$ cat src/rtl/pipe_stage_reg.sv
// Elastic pipeline stage register: valid/ready handshake, 2-entry skid buffer, stall/flush.
// Optional performance counters are enabled by defining PIPE_STAGE_PERF_EN.
module pipe_stage_reg #(
   parameter int                  DATA_W      = 160,
   parameter int                  CTRL_W      = 10,
   parameter logic [CTRL_W-1:0]   BUBBLE_CTRL = {CTRL_W{1'b0}}
) (
   input  logic              clk,
   input  logic              reset,
   input  logic              in_valid,
   output logic              in_ready,
   input  logic [DATA_W-1:0] in_data,
   input  logic [CTRL_W-1:0] in_ctrl,
   output logic              out_valid,
   input  logic              out_ready,
   output logic [DATA_W-1:0] out_data,
   output logic [CTRL_W-1:0] out_ctrl,
   input  logic              stall,
   input  logic              flush,
   output logic [1:0]        occupancy
`ifdef PIPE_STAGE_PERF_EN
   ,
   output logic [31:0]       perf_stall_cycles,
   output logic [31:0]       perf_bubble_cycles,
   output logic [31:0]       perf_flush_count
`endif
);

   // State bits are {main_valid, skid_valid}; 2'b01 is unreachable.
   typedef enum logic [1:0] {
      ST_EMPTY = 2'b00,
      ST_ONE   = 2'b10,
      ST_FULL  = 2'b11
   } state_t;

   state_t            state;
   state_t            state_next;
   logic              main_valid;
   logic              skid_valid;
   logic [DATA_W-1:0] main_data;
   logic [CTRL_W-1:0] main_ctrl;
   logic [DATA_W-1:0] skid_data;
   logic [CTRL_W-1:0] skid_ctrl;

   logic              accept;
   logic              pop;
   logic              take;
   logic              load_main_in;
   logic              load_main_skid;
   logic              load_skid;

   assign main_valid = state[1];
   assign skid_valid = state[0];

   // Handshake terms; a flush discards whatever would have been accepted.
   always_comb begin
      accept = in_valid && in_ready;
      pop    = out_valid && out_ready;
      take   = accept && !flush;
   end

   // State register
   always_ff @(posedge clk or posedge reset) begin
      if (reset) begin
         state <= ST_EMPTY;
      end else begin
         state <= state_next;
      end
   end

   // Next-state logic
   always_comb begin
      state_next = state;
      if (flush) begin
         state_next = ST_EMPTY;
      end else begin
         case (state)
            ST_EMPTY: begin
               if (take) begin
                  state_next = ST_ONE;
               end else begin
                  state_next = ST_EMPTY;
               end
            end
            ST_ONE: begin
               if (take && !pop) begin
                  state_next = ST_FULL;
               end else if (!take && pop) begin
                  state_next = ST_EMPTY;
               end else begin
                  state_next = ST_ONE;
               end
            end
            ST_FULL: begin
               if (pop) begin
                  state_next = ST_ONE;
               end else begin
                  state_next = ST_FULL;
               end
            end
            default: begin
               state_next = ST_EMPTY;
            end
         endcase
      end
   end

   // Output and datapath-steering logic
   always_comb begin
      in_ready       = !skid_valid && !stall;
      out_valid      = main_valid && !stall;
      out_data       = main_data;
      out_ctrl       = main_valid ? main_ctrl : BUBBLE_CTRL;
      occupancy      = {1'b0, main_valid} + {1'b0, skid_valid};
      load_main_in   = 1'b0;
      load_main_skid = 1'b0;
      load_skid      = 1'b0;
      if (flush) begin
         load_main_in   = 1'b0;
         load_main_skid = 1'b0;
         load_skid      = 1'b0;
      end else begin
         case (state)
            ST_EMPTY: begin
               load_main_in = take;
            end
            ST_ONE: begin
               load_main_in = take && pop;
               load_skid    = take && !pop;
            end
            ST_FULL: begin
               load_main_skid = pop;
            end
            default: begin
               load_main_in = 1'b0;
            end
         endcase
      end
   end

   // Main register: fed from the input or from the skid entry; flush only bubbles the control.
   always_ff @(posedge clk or posedge reset) begin
      if (reset) begin
         main_data <= {DATA_W{1'b0}};
         main_ctrl <= BUBBLE_CTRL;
      end else if (flush) begin
         main_data <= main_data;
         main_ctrl <= BUBBLE_CTRL;
      end else if (load_main_in) begin
         main_data <= in_data;
         main_ctrl <= in_ctrl;
      end else if (load_main_skid) begin
         main_data <= skid_data;
         main_ctrl <= skid_ctrl;
      end else begin
         main_data <= main_data;
         main_ctrl <= main_ctrl;
      end
   end

   // Skid register: captures the input when the main slot is blocked
   always_ff @(posedge clk or posedge reset) begin
      if (reset) begin
         skid_data <= {DATA_W{1'b0}};
         skid_ctrl <= {CTRL_W{1'b0}};
      end else if (load_skid) begin
         skid_data <= in_data;
         skid_ctrl <= in_ctrl;
      end else begin
         skid_data <= skid_data;
         skid_ctrl <= skid_ctrl;
      end
   end

`ifdef PIPE_STAGE_PERF_EN
   localparam logic [31:0] CNT_MAX = 32'hFFFF_FFFF;

   function automatic logic [31:0] sat_inc(input logic [31:0] value, input logic hit);
      if (hit && (value != CNT_MAX)) begin
         sat_inc = value + 32'd1;
      end else begin
         sat_inc = value;
      end
   endfunction

   // Saturating hazard/idle counters
   always_ff @(posedge clk or posedge reset) begin
      if (reset) begin
         perf_stall_cycles  <= 32'd0;
         perf_bubble_cycles <= 32'd0;
         perf_flush_count   <= 32'd0;
      end else begin
         perf_stall_cycles  <= sat_inc(perf_stall_cycles, stall);
         perf_bubble_cycles <= sat_inc(perf_bubble_cycles, out_ready && !out_valid);
         perf_flush_count   <= sat_inc(perf_flush_count, flush);
      end
   end
`endif

endmodule

$ cat config.mk
export PLATFORM = sky130hd
export DESIGN_NAME = pipe_stage_reg
export DESIGN_NICKNAME = d
export VERILOG_FILES = /design/src/rtl/pipe_stage_reg.sv
export SDC_FILE = /design/constraint.sdc
export NUM_CORES = 1
export LEC_CHECK = 0
export CORE_MARGIN = 1
export CORE_UTILIZATION = 40
export CTS_CLUSTER_SIZE = 28
export DETAILED_ROUTE_END_ITERATION = 16
export HOLD_SLACK_MARGIN = 0.05
export PLACE_DENSITY = 0.63
export SYNTH_ARGS = -nofsm -noshare
export SYNTH_HDL_FRONTEND = slang
export SYNTH_SLANG_ARGS = --single-unit
export TNS_END_PERCENT = 1
$ cat constraint.sdc
create_clock -name clk -period 18.3 [get_ports clk]
set_input_delay 1.83 -clock clk [delete_from_list [all_inputs] [get_ports clk]]
set_output_delay 1.83 -clock clk [all_outputs]
set_load 0.1 [all_outputs]
* After elaboration in Yosys (flattened, before gate mapping)
Index checks and enable logic that the tools add are counted.
** Storage, ports and cells
- Flip-flop bits (word level) :: 342
** Cells by class
- Add/subtract/negate cells :: 1
- Reductions and logical operators :: 17
- Bitwise logic cells :: 1
- Equality and inequality tests :: 2
- Multiplexer cells :: 18
** Operator list (count)
- two-way mux 160 bit :: 2
- two-way mux 10 bit :: 4
- logical AND 1 bit :: 8
- two-way mux 2 bit :: 4
- two-way mux 1 bit :: 6
- case mux 2 bit (3 select lines) :: 1
- logical NOT 1 bit :: 5
- == test 2 bit (second input constant) :: 2
- nonzero test 3 bit :: 1
- adder 1 x 1 -> 2 bit :: 1
- logical NOT 2 bit :: 1
- case mux 1 bit (2 select lines) :: 1
- AND reduction 2 bit :: 1
- nonzero test 2 bit :: 1
- NOT 1 bit :: 1

* Logic depth before layout (Yosys ltp)
- Depth after elaboration :: 10
- Mapped depth :: 9

* Least setup slack after synthesis
No wires, ideal clock.
- Kind :: input to output
- Start point :: input stall
- End point :: output in_ready
- Setup slack :: 13.387 ns
- Buffers on the path :: 0
- Arrival :: 3.083 ns
- Data required time :: 16.470 ns
- Stages :: 1
- Path through :: nor2_1
** Between the ends
- Word-level cells in the longest chain between the ends :: 2
** Ends and longest elaborated chain
- from (decl) :: line 18 : input logic stall,
- logical NOT 1 bit :: line 110 : in_ready = !skid_valid && !stall;
- logical AND 1 bit :: line 110
- to (decl) :: line 11 : output logic in_ready,
No other way between the ends.

* Final worst setup path
- Start point :: input stall
- End point :: output out_valid
** Between the ends
- Word-level cells in the longest chain between the ends :: 2
** Ends and longest elaborated chain
- logical NOT 1 bit :: line 111 : out_valid = main_valid && !stall;
- logical AND 1 bit :: line 111
- to (decl) :: line 14 : output logic out_valid,
No other way between the ends.

==> key figures <==
Outcome
  – Outcome: finished, final reports clean

Die
  – Initial Util: 41.0%
  – Site row count: 68
  – Die H: 191 µm
  – Ports: 350
  – Core box area: 34900 µm²
  – Die Width: 191 µm
  – Full die area: 36500 µm²

Worst setup path
  – Critical path fanouts, max: 6
  – CP top delay family: buffers and inverters
  – Worst Setup End Kind: primary output
  – Worst setup SP type: primary input
  – Critical path class: in -> out
  – Critical-path cell list: clkdlybuf4s50_1, nor2_1, clkdlybuf4s50_1
  – Most frequent CP cell: clkdlybuf4s50_1
  – Slowest CP cell: clkdlybuf4s50_1
  – Critical Path RT: 16.47 ns
  – Crit-path max cell delay: 1.15 ns
  – WP data arrival: 3.75 ns
  – Worst Path Buf+Inv: 2

Finish
  – Most frequent cells in the layout: clkdlybuf4s50_1, dfrtp_1, nand2_1, mux2i_1, o21ai_0
  – # fillers: 3030
  – Final net count: 1636
  – Layout cells sized above 1: 9.85%
  – Most common cell after layout, fill and taps aside: clkdlybuf4s50_1
  – Non-filler cells, final: 1940
  – Layout Area Growth over Synthesis: 35.6%

CTS
  – Clock sink total: 342
  – CTS max path bufs: 3
  – Register clock-pin slew on the reported worst setup and hold paths: 0.05 ns
  – H-tree Lvls: 2
  – # hold bufs at CTS: 0
  – CTS tree: done
  – Quantity of gates resized following cts: 0
  – Clock latency on the worst-skew pair: 0.54 ns
  – CTS buffer count: 39
  – Post-CTS Setup Repair Bufs: 0
  – CTS Root Cell: clkbuf_16

Run
  – Max-Cap Viols: 0

Global routing
  – M2 GR Usage: 29.0%
  – All-Layer GR Usage: 19.1%
  – Initial antenna violation count: 4
  – GRT busiest layer: met2
  – Vias in the first global route: 9922
  – Met3 Use GR: 7.40%
  – Global-route wire length before repair: 54600 µm
  – Largest net degree at the start of global routing: 181
  – Overflow after GRT: 0
  – GR met1 Demand/Resource: 24.6%

Logic synthesis
  – Syn Nets: 1312
  – Seq/Total Area, Yosys: 59.9%
  – Post-Syn Area: 14300 µm²
  – Synth area leader: dfrtp_1
  – Ys Warns: 0
  – FF+latch count, synth: 342
  – Syn Inst Count: 1132
  – Synth cell types: 29
  – Post-synth top area share: 59.9%
  – Avg Cell Area, Syn: 12.6 µm²
  – Top post-synthesis cells by area: dfrtp_1, mux2i_1, mux2_1, mux2_2, o21ai_0

Timing
  – Clock Skew: 0.0219 ns
  – Final TNS setup: 0 ns
  – FMAX: 0.179 GHz
  – Final setup viols: 0
  – Min cycle time layout: 5.58 ns
  – RSZ-0062 raised after global routing: no
  – Fin Hold WS: 0.491 ns
  – Final clock period utilization by the worst path: 30.5%
  – Slew @ Worst Pin: 1.11 ns
  – Hold Violations, Final: 0
  – Final Worst Setup Slack: 12.72 ns
  – Max-slew headroom: 26.0%
  – Pins Over Slew Limit: 0

Power
  – Leakage: 0.00813 µW
  – Cell area power density: 135 nW/µm²
  – Tot Pwr: 2610 µW
  – Worst vdd ir: 0.0774 mV

Routing
  – Routed WL: 34900 µm
  – Drt first pass iters: 4
  – Wire per inst: 18.0 µm
  – DR iter-0 viols: 402
  – Vias/cell: 4.99
  – Drc violations: 0
  – DR vias: 9676
  – ANT nets after route: 0

Placement
  – Hpwl dp: 22200 µm
  – GPL Wtd Cong: 0.745
  – Input/output buffers: 349
  – Dpl ws: 12.74 ns
  – Cell Count Post-Placement: 1870

Min path
  – Min-Delay Path Class: reg -> reg
==> flip-flops by register name, indices dropped and copies added, names as in the netlist <==
name and cells:
state 2, skid_data 160, main_ctrl 10, out_data 160, skid_ctrl 10
==> Yosys cell counts <==
| library cell | n |
|---|---|
| nor2_1 | 6 |
| clkbuf_1 | 19 |
| o21ai_0 | 137 |
| and2_1 | 10 |
| inv_1 | 3 |
| dfrtp_1 | 342 |
| o31ai_1 | 1 |
| buf_6 | 1 |
| nand4b_4 | 1 |
| mux2i_1 | 161 |
| nor2_2 | 1 |
| ha_1 | 4 |
| mux2_1 | 100 |
| buf_1 | 1 |
| a21oi_1 | 2 |
| a22oi_1 | 9 |
| buf_4 | 14 |
| nor2b_1 | 1 |
| o21a_1 | 1 |
| clkbuf_2 | 2 |
| o21ai_1 | 32 |
| nor4b_4 | 1 |
| nand3b_1 | 1 |
| nand3_2 | 1 |
| nand2_1 | 171 |
| and4b_1 | 1 |
| o21a_2 | 1 |
| buf_2 | 38 |
| mux2_2 | 70 |
==> report_power, final <==
| part | total, µW | switching (µW) | internal [µW] |
|---|---|---|---|
| clock network | 787 | 303 | 483 |
| logic | 845 | 618 | 227 |
| registers | 978 | 75.9 | 902 |
| total | 2610 | 997 | 1610 |
==> worst reg2reg max path, delay by kind of cell (launching register included) <==
kind            cells  cell delay (ns)
flops               1             0.69
fa+ha+maj           1             0.38
simple gates        1             0.24
buf+inv             2             1.68
compound gates      2             0.67
==> metal layers <==
layer,routed length (µm),vias up
li1,-,4588
met1,15300,4740
met2,15400,281
met3,3260,63
met4,913,4
met5,29,-
==> final timing paths <==
kind                                start              to  slack [ns]  depth (start not counted)
max in group asynchronous           reset    out_data[44]       15.06                          3
max reg2reg                      state[1]    out_data[34]       14.47                          6
min reg2reg                skid_data[139]  skid_data[139]        0.49                          1
min in group asynchronous           reset  skid_data[101]        1.78                          2
min                        skid_data[139]  skid_data[139]        0.49                          1
max                                 stall       out_valid       12.72                          3
==> area by class of cell <==
class,count,area [µm²],share of cell area (%)
Clock buffer,52,1120,5.76
Timing Repair Buffer,358,3590,18.5
Antenna cell,3,7.51,0.0387
Tap cell,455,569,2.94
Inverter,3,18.8,0.0968
Clock inverter,15,178,0.916
Multi-Input combinational cell,712,5360,27.6
Sequential cell,342,8560,44.1
==> cell families (layout without fill, tap and decap cells) <==
| group | Yosys count | after routing | synth area share [%] |
|---|---|---|---|
| compound gates | 183 | 183 | 6.62 |
| flops | 342 | 342 | 59.9 |
| buf+inv | 78 | 428 | 2.82 |
| fa+ha+maj | 4 | 4 | 0.350 |
| mux | 331 | 331 | 24.7 |
| simple gates | 194 | 194 | 5.70 |
| other cells | 0 | 3 | 0 |
==> through the flow <==
step	util, %	area (µm²)
floorplan	-	14300
detailed placement	51.9	18100
finish	55.6	19400
global route	55.6	19400
CTS	55.6	19400
global placement	51.9	18100
No activity file was read; power rests on OpenSTA's default activity.
